<file path="config.mk">
export PLATFORM = sky130hd
export DESIGN_NAME = mem_arbiter
export DESIGN_NICKNAME = d
export VERILOG_FILES = /design/src/rtl/mem_arbiter.sv
export SDC_FILE = /design/constraint.sdc
export NUM_CORES = 1
export LEC_CHECK = 0
export ABC_AREA = 0
export CAP_MARGIN = 5
export CELL_PAD_IN_SITES_DETAIL_PLACEMENT = 1
export CELL_PAD_IN_SITES_GLOBAL_PLACEMENT = 2
export CORE_UTILIZATION = 29
export DETAILED_ROUTE_END_ITERATION = 6
export PLACE_DENSITY = 0.89
export SYNTH_ARGS = -nofsm -noshare
export SYNTH_HDL_FRONTEND = slang
export SYNTH_SLANG_ARGS = --single-unit
export TNS_END_PERCENT = 30
</file>
<file path="constraint.sdc">
create_clock -name clk -period 5.84 [get_ports clk]
set_clock_uncertainty 0.2 [all_clocks]
set_input_delay 0.876 -clock clk [delete_from_list [all_inputs] [get_ports clk]]
set_output_delay 0.876 -clock clk [all_outputs]
set_load 0.02 [all_outputs]
</file>
<file path="src/rtl/mem_arbiter.sv">
// mem_arbiter: shares one 16-bit memory port between instruction fetch and
// data load/store requesters, with byte lanes, misalignment and timeout handling.
module mem_arbiter #(
    parameter int MAX_DATA_STREAK = 4,
    parameter int TIMEOUT         = 255
) (
    input  logic        clk,
    input  logic        rst_n,
    input  logic        fetch_req,
    input  logic [15:0] fetch_addr,
    output logic        fetch_ack,
    output logic [15:0] fetch_data,
    output logic        fetch_err,
    input  logic        data_req,
    input  logic        data_we,
    input  logic        data_byte,
    input  logic [15:0] data_addr,
    input  logic [15:0] data_wdata,
    output logic        data_ack,
    output logic [15:0] data_rdata,
    output logic        data_err,
    output logic        mem_req,
    output logic        mem_we,
    output logic [1:0]  mem_be,
    output logic [15:0] mem_addr,
    output logic [15:0] mem_wdata,
    input  logic [15:0] mem_rdata,
    input  logic        mem_ready,
    output logic [1:0]  dbg_owner
);
    typedef enum logic [1:0] {IDLE, BUSY, RESP} state_t;

    state_t      state, state_nx;
    logic        own_data, byte_q, hi_lane;
    logic        any_req, sel_data, g_byte, g_we, misal, timed_out, done;
    logic        resp_own, resp_err;
    logic [3:0]  streak;
    logic [7:0]  tcnt;
    logic [15:0] g_addr, resp_rdata;

    always_comb begin
        any_req   = fetch_req | data_req;
        sel_data  = data_req & ~(fetch_req & (streak == 4'(MAX_DATA_STREAK)));
        g_addr    = sel_data ? data_addr : fetch_addr;
        g_byte    = sel_data & data_byte;
        g_we      = sel_data & data_we;
        misal     = ~g_byte & g_addr[0];
        timed_out = tcnt == 8'(TIMEOUT - 1);
        done      = mem_ready | timed_out;
        state_nx  = state;
        case (state)
            IDLE:    if (any_req) state_nx = misal ? RESP : BUSY;
            BUSY:    if (done) state_nx = RESP;
            default: state_nx = IDLE;
        endcase
    end

    // A response is either a misaligned reject from IDLE or the end of a BUSY access
    assign resp_own   = (state == IDLE) ? sel_data : own_data;
    assign resp_err   = ~(state == BUSY & mem_ready);
    assign resp_rdata = (resp_err | mem_we) ? 16'h0000 :
                        byte_q ? {8'h00, hi_lane ? mem_rdata[15:8] : mem_rdata[7:0]} : mem_rdata;

    assign fetch_ack = (state == RESP) & ~own_data;
    assign data_ack  = (state == RESP) & own_data;
    assign dbg_owner = (state == IDLE) ? 2'd0 : own_data ? 2'd2 : 2'd1;

    always_ff @(posedge clk or negedge rst_n) begin
        if (!rst_n) state <= IDLE;
        else        state <= state_nx;
    end

    always_ff @(posedge clk or negedge rst_n) begin
        if (!rst_n) begin
            own_data   <= 1'b0;
            byte_q     <= 1'b0;
            hi_lane    <= 1'b0;
            streak     <= 4'd0;
            tcnt       <= 8'd0;
            mem_req    <= 1'b0;
            mem_we     <= 1'b0;
            mem_be     <= 2'b00;
            mem_addr   <= 16'h0000;
            mem_wdata  <= 16'h0000;
            fetch_data <= 16'h0000;
            fetch_err  <= 1'b0;
            data_rdata <= 16'h0000;
            data_err   <= 1'b0;
        end else begin
            mem_req <= state_nx == BUSY;
            if (state == IDLE && any_req) begin
                own_data  <= sel_data;
                streak    <= (sel_data & fetch_req) ? streak + 4'd1 : 4'd0;
                tcnt      <= 8'd0;
                byte_q    <= g_byte;
                hi_lane   <= g_addr[0];
                mem_we    <= g_we & ~misal;
                mem_be    <= g_byte ? (g_addr[0] ? 2'b10 : 2'b01) : 2'b11;
                mem_addr  <= {g_addr[15:1], 1'b0};
                mem_wdata <= g_byte ? {2{data_wdata[7:0]}} : data_wdata;
            end
            if (state == BUSY && !mem_ready) tcnt <= tcnt + 8'd1;
            if (state == BUSY && done) mem_we <= 1'b0;
            if (state != RESP && state_nx == RESP) begin
                if (resp_own) begin
                    data_rdata <= resp_rdata;
                    data_err   <= resp_err;
                end else begin
                    fetch_data <= resp_rdata;
                    fetch_err  <= resp_err;
                end
            end
        end
    end
endmodule

</file>
==> qor.yml, run 1 <==
synthesis:
  synth_cells: 377
  ys_dominant_reg_cell: "dfrtp_1"
  seq_area_frac_synth: 0.544
  synth_area_per_cell_um2: 10.5
  synth_edf_count: 0
  synth_warnings: 0
  ys_ff_latch: 86
  syn_area_mm2: 0.00396
  ys_async_sr_fraction: 1.00
  yosysUniqueCellTypes: 42
  synth_nets: 452
timing:
  tightest_slew_ns: 0.759
  tns_ns: 0
  maxSlewViolCount: 0
  relSlewSlack: 0.493
  rsz0062_at_grt: "false"
  finalCriticalPeriod_ns: 3.13
  timing.final.crit_share: 0.537
  max_freq_ghz: 0.319
  fin_ws_ns: 2.71
  hold_violations: 0
  setup_viol: 0
clocking:
  root_buffer: "clkbuf_16"
  cts_setup_buffers: 0
  numCtsBuffers: 9
  cts_sinks: 86
  h-tree-depth: 3
  post_cts_resized: 0
  clk_path_buf_depth: 2
  postCtsHoldBufs: 0
  cts_tree: "done"
  clock_latency_ns: 0.33
  clkTransAtPathRegs_ns: 0.07
pwr:
  power.density_mw_per_mm2: 512
  clkPwrFrac: 0.184
  leakagePower_nw: 2.59
  p_int_mw: 1.80
  pwr-share-comb: 0.477
  ir_worst_vdd_mv: 0.216
  p_total_mw: 2.98
  net-switching-power_mw: 1.18
  seqPwrFrac: 0.340
  switching_share: 0.396
global_routing:
  grt_start_max_net_pins: 45
  track_usage: 0.171
  grt_pass1_wl_um: 18900
  grt_pass1_vias: 3529
  antenna_found_initial: 0
  overflow: 0
die:
  core_area_mm2: 0.0133
  ios: 145
  die_y_um: 119
  dieArea_mm2: 0.0141
  row_count: 42
  start_util: 0.298
  die_x_um: 119
placement:
  place_area_mm2: 0.00554
  hpwl_um: 8650
  post-place-ws_ns: 2.45
  numPortBuffers: 143
  place.gp.congestion: 0.782
worst_setup_path:
  crit_fanout: 8
  arrival_ns: 2.06
  crit_type: "flop to primary output"
  end_kind: "primary output"
  cp.required_ns: 4.76
  start_kind: "flop"
  regToRegSetupSlack_ns: 3.26
drt:
  viasPerCell: 4.69
  ant_nets: 0
  first_iter_violations: 129
  drc: 0
  wirelength_um: 11400
  routedWlPerCell_um: 16.3
  num_vias: 3275
  drtPass1Iterations: 4
cells_and_area:
  n_antenna_cell: 0
  fin_area_mm2: 0.00582
  layout.nets: 592
  drive_gt1_frac: 0.121
  area_delta_synth_final_pct: 47.1
status:
  status: "complete, no violations"
job:
  max_cap_viol_count: 0
worst_hold_path:
  hold_class: "flop to flop"
-- state kept, by name, indices dropped and copies added (netlist names) --
| name | cells |
|---|---|
| mem_addr | 15 |
| fetch_data | 16 |
| hi_lane | 1 |
| fetch_err | 1 |
| own_data | 1 |
| streak | 4 |
| mem_we | 1 |
| data_rdata | 16 |
| data_err | 1 |
| mem_wdata | 16 |
| mem_req | 1 |
| state | 2 |
| tcnt | 8 |
| mem_be | 2 |
| byte_q | 1 |
-- layer usage --
layer	part of all wire	routed length (µm)	GRT usage	vias up
met5	0	0	0	-
met4	0.017	193	0.0680	0
met1	0.46	5270	0.221	1567
met3	0.085	965	0.0580	13
met2	0.44	4970	0.262	124
li1	-	-	-	1571
-- cells in the final DEF (no fill, tap or decap), types with 3 or more instances in the layout --
cell type	instances
nand3_1	11
o31ai_1	4
mux2i_1	8
nor2_1	23
nand4_1	4
ha_1	4
buf_4	5
clkbuf_16	9
a31oi_1	17
and2_1	9
or2_2	3
clkdlybuf4s50_1	142
nand2_1	92
inv_1	6
mux2_4	20
mux2_2	14
dfrtp_1	86
a21oi_1	9
o211ai_1	3
o21ai_0	23
-- critical path: stages, from the launching register on --
cell and delay (ns):
dfrtp_1 0.44, nor2_2 0.28, inv_1 0.16, nand2_1 0.20, inv_1 0.06, clkdlybuf4s50_1 0.57
-- final timing paths --
path | depth (start not counted) | end | from
max reg2reg | 7 | data_rdata[3]$_DFFE_PN0P_ | streak[0]$_DFFE_PN0P_
max | 5 | dbg_owner[1] | state[0]$_DFF_PN0_
min | 2 | mem_wdata[7]$_DFFE_PN0P_ | mem_wdata[7]$_DFFE_PN0P_
min reg2reg | 2 | mem_wdata[7]$_DFFE_PN0P_ | mem_wdata[7]$_DFFE_PN0P_
min in group asynchronous | 1 | fetch_data[4]$_DFFE_PN0P_ | rst_n
max in group asynchronous | 2 | mem_wdata[10]$_DFFE_PN0P_ | rst_n
-- cell usage after synthesis, types with 3 or more instances --
master | number | area [µm²]
a31oi_1 | 17 | 106
clkbuf_1 | 12 | 45.0
or2_2 | 3 | 18.8
o211ai_1 | 3 | 22.5
mux2_2 | 14 | 158
mux2i_1 | 8 | 80.1
nand4_1 | 4 | 25.0
nor2_1 | 23 | 86.3
nand3_1 | 11 | 55.1
inv_1 | 6 | 22.5
mux2_4 | 20 | 300
ha_1 | 4 | 50.1
a21oi_1 | 9 | 45.0
dfrtp_1 | 86 | 2150
o21ai_0 | 23 | 115
and2_1 | 9 | 56.3
nand2_1 | 92 | 345
o31ai_1 | 4 | 30.0
-- stage by stage --
step                cells  hold WS, ns   util
finish                698        0.276  0.438
global route          698        0.303  0.438
CTS                   698        0.281  0.438
detailed placement    682        0.264  0.417
global placement      682        0.259  0.417
floorplan             377        0.248      -
-- final cells by class --
class	count	area (µm²)
inverter	6	22.5
clock inverter	7	57.6
sequential	86	2150
timing repair buffer	147	1460
multi-input combinational	267	1690
tap	176	220
fill	1479	7470
clock buffer	9	225
-- logic make-up (layout without fill, tap and decap cells) --
kind of cell	after synthesis	in the layout	synth area share
adders and majority gates	4	4	0.0126
muxes	42	42	0.136
DFF	86	86	0.544
and+or+nand+nor	157	157	0.177
buffers and inverters	24	169	0.0303
AOI/OAI and AO/OA	63	63	0.0992
other	1	1	0.000947
-- power groups by stage --
stage	logic [mW]	registers, mW	clock network [mW]
2_1_floorplan	0.542	1.23	0
3_3_place_gp	1.41	1.01	0
3_5_place_dp	1.44	1.03	0
4_1_cts	1.44	1.02	0.567
5_1_grt	1.53	1.05	0.587
6_report	1.42	1.01	0.549
No activity file was read; power rests on OpenSTA's default activity.
==> run 2, diff against run 1 <==
--- a/config.mk
+++ b/config.mk
@@ -9,9 +9,9 @@
 export CAP_MARGIN = 5
 export CELL_PAD_IN_SITES_DETAIL_PLACEMENT = 1
 export CELL_PAD_IN_SITES_GLOBAL_PLACEMENT = 2
-export CORE_UTILIZATION = 29
+export CORE_UTILIZATION = 27
 export DETAILED_ROUTE_END_ITERATION = 6
-export PLACE_DENSITY = 0.89
+export PLACE_DENSITY = 0.84
 export SYNTH_ARGS = -nofsm -noshare
 export SYNTH_HDL_FRONTEND = slang
 export SYNTH_SLANG_ARGS = --single-unit
==> constraint.sdc (replaced) <==
create_clock -name clk -period 2.95 [get_ports clk]
set_clock_uncertainty 0.2 [all_clocks]
set_input_delay 0.4425 -clock clk [delete_from_list [all_inputs] [get_ports clk]]
set_output_delay 0.4425 -clock clk [all_outputs]
set_load 0.02 [all_outputs]
==> qor.yml, run 2 (synthesis results as in run 1) <==
cells_and_area:
  n_antenna_cell: 0  # unchanged
  reg.largest.list: "data_rdata x16, fetch_data x16, mem_wdata x16"
  area_delta_synth_final_pct: 49.7
  fin_area_mm2: 0.00593  # +1.8%
  fillCellCount: 1594  # +7.8%
  final_common_cell: "clkdlybuf4s50_1"
  layout.nets: 599  # +1.2%
  regArea_mm2: 0.00215  # unchanged
  drive_gt1_frac: 0.129  # +0.00785
  layout_common_cells: "clkdlybuf4s50_1, nand2_1, dfrtp_1"
  multi_input_area_mm2: 0.00169  # unchanged
worst_setup_path:
  crit_fanout: 8  # unchanged
  end_kind: "primary output"
  r2r-end: "data_rdata[15]$_DFFE_PN0P_"
  cp.required_ns: 2.31  # -2.45 ns
  crit_type: "flop to primary output"
  rr_startpoint: "streak[0]$_DFFE_PN0P_"
  arrival_ns: 1.89  # -0.17 ns
  r2r_cells: 8  # +1
  start_kind: "flop"
  regToRegSetupSlack_ns: 0.65  # -2.61 ns
pwr:
  leakagePower_nw: 2.63  # +1.8%
  power.density_mw_per_mm2: 1000  # +96%
  seqPwrFrac: 0.337  # -0.003
  pwr-share-comb: 0.485  # +0.008
  ir_worst_vdd_mv: 0.347  # +61%
  net-switching-power_mw: 2.31  # +96%
  p_total_mw: 5.95  # +100%
  p_int_mw: 3.64  # +100%
  clkPwrFrac: 0.178  # -0.006
  switching_share: 0.388  # -0.00713
die:
  start_util: 0.281  # -0.0169
  ios: 145  # unchanged
  dieArea_mm2: 0.0151  # +7.3%
  core_area_mm2: 0.0141  # +6.0%
  row_count: 43  # +2.4%
  die_y_um: 123  # +3.6%
  die_x_um: 123  # +3.6%
timing:
  tightest_slew_ns: 0.592  # -0.167 ns
  timing.final.crit_share: 0.860
  relSlewSlack: 0.605  # +0.113
  setup_viol: 0  # unchanged
  tns_ns: 0  # unchanged
  finalCriticalPeriod_ns: 2.54
  max_freq_ghz: 0.394
  hold_violations: 0  # unchanged
  maxSlewViolCount: 0  # unchanged
  whs_ns: 0.279  # +0.00344 ns
  rsz0062_at_grt: "false"
  fin_ws_ns: 0.414  # -2.29 ns
placement:
  post-place-ws_ns: 0.299  # -2.15 ns
  numPortBuffers: 143  # unchanged
  place_area_mm2: 0.00564  # +1.8%
  hpwl_um: 8640  # -0.16%
  place.gp.congestion: 0.783  # +0.10%
clocking:
  cts_tree: "done"
  clkTransAtPathRegs_ns: 0.07  # about the same
  cts_sinks: 86  # unchanged
  root_buffer: "clkbuf_16"
  numCtsBuffers: 9  # unchanged
  post_cts_resized: 0  # unchanged
  h-tree-depth: 3  # unchanged
  clock_latency_ns: 0.34  # about the same
  clk_path_buf_depth: 2  # unchanged
drt:
  viasPerCell: 4.66  # -0.71%
  first_iter_violations: 97  # -25%
  wirelength_um: 11400  # -0.18%
  ant_nets: 0  # unchanged
  routedWlPerCell_um: 16.0  # -1.7%
  drtPass1Iterations: 4  # unchanged
  num_vias: 3303  # +0.85%
  drc: 0  # unchanged
status:
  status: "complete, no violations"
worst_hold_path:
  min-delay-start: "mem_wdata[2]$_DFFE_PN0P_"
  holdPathEnd: "mem_wdata[2]$_DFFE_PN0P_"
  min_path_cells: 2  # unchanged
  hold_class: "flop to flop"
global_routing:
  overflow: 0  # unchanged
  track_usage: 0.161  # -0.00978
  grt_pass1_wl_um: 18600  # -1.8%
  grt_pass1_vias: 3639  # +3.1%
  grt_start_max_net_pins: 45  # unchanged
  antenna_found_initial: 0  # unchanged
job:
  max_cap_viol_count: 0  # unchanged
[run 2: power by group through the flow]
stage / clock network, mW / registers, mW / logic [mW]
floorplan: 0 / 2.44 / 1.07
global placement: 0 / 2.01 / 2.87
detailed placement: 0 / 2.03 / 2.92
CTS: 1.11 / 2.02 / 2.93
global route: 1.15 / 2.08 / 3.13
finish: 1.06 / 2.01 / 2.88
[run 2: repair_timing]
item	in CTS	in global routing
buffers inserted	0	0
hold endpoints to repair	43	0
hold buffers	1	0
[run 2: critical path, stage by stage (launching register included)]
cell and delay (ns):
dfrtp_1 0.41, nor2_2 0.04, buf_4 0.15, inv_1 0.08
nand2_1 0.14, inv_1 0.08, clkdlybuf4s50_1 0.64
[run 2: per-layer routing]
metal	global-route usage	wire length, µm	vias up
met5	0	0	-
met4	0.0625	205	0
met3	0.0613	969	16
met2	0.263	5310	112
met1	0.192	4900	1582
li1	-	-	1593
[run 2: worst max path at each step]
stage,cells after the start,slack [ns],to,from
floorplan,8,0.76,data_rdata[10]$_DFFE_PN0P_,streak[0]$_DFFE_PN0P_
global placement,7,0.38,data_rdata[15]$_DFFE_PN0P_,fetch_req
CTS,6,0.37,dbg_owner[1],state[0]$_DFF_PN0_
detailed placement,7,0.30,data_rdata[15]$_DFFE_PN0P_,fetch_req
finish,6,0.41,dbg_owner[1],state[0]$_DFF_PN0_
global route,6,0.28,dbg_owner[1],state[0]$_DFF_PN0_
[run 2: layout make-up]
| type | instances | area share |
|---|---|---|
| sequential | 86 | 0.363 |
| multi-input combinational | 267 | 0.285 |
| inverter | 6 | 0.00380 |
| tap | 180 | 0.0380 |
| clock buffer | 10 | 0.0386 |
| clock inverter | 6 | 0.00781 |
| timing repair buffer | 154 | 0.264 |
[run 2: through the flow]
step / instances / utilization
floorplan: 377 / -
global placement: 692 / 0.400
detailed placement: 692 / 0.400
CTS: 709 / 0.420
global route: 709 / 0.420
finish: 709 / 0.420
==> run 3, diff against run 2 <==
--- a/config.mk
+++ b/config.mk
@@ -11,6 +11,7 @@
 export CELL_PAD_IN_SITES_GLOBAL_PLACEMENT = 2
 export CORE_UTILIZATION = 27
 export DETAILED_ROUTE_END_ITERATION = 6
+export GPL_ROUTABILITY_DRIVEN = 0
 export PLACE_DENSITY = 0.84
 export SYNTH_ARGS = -nofsm -noshare
 export SYNTH_HDL_FRONTEND = slang
==> results of run 3 <==
No change in the layout: final DEF, timing and power equal those of run 2.
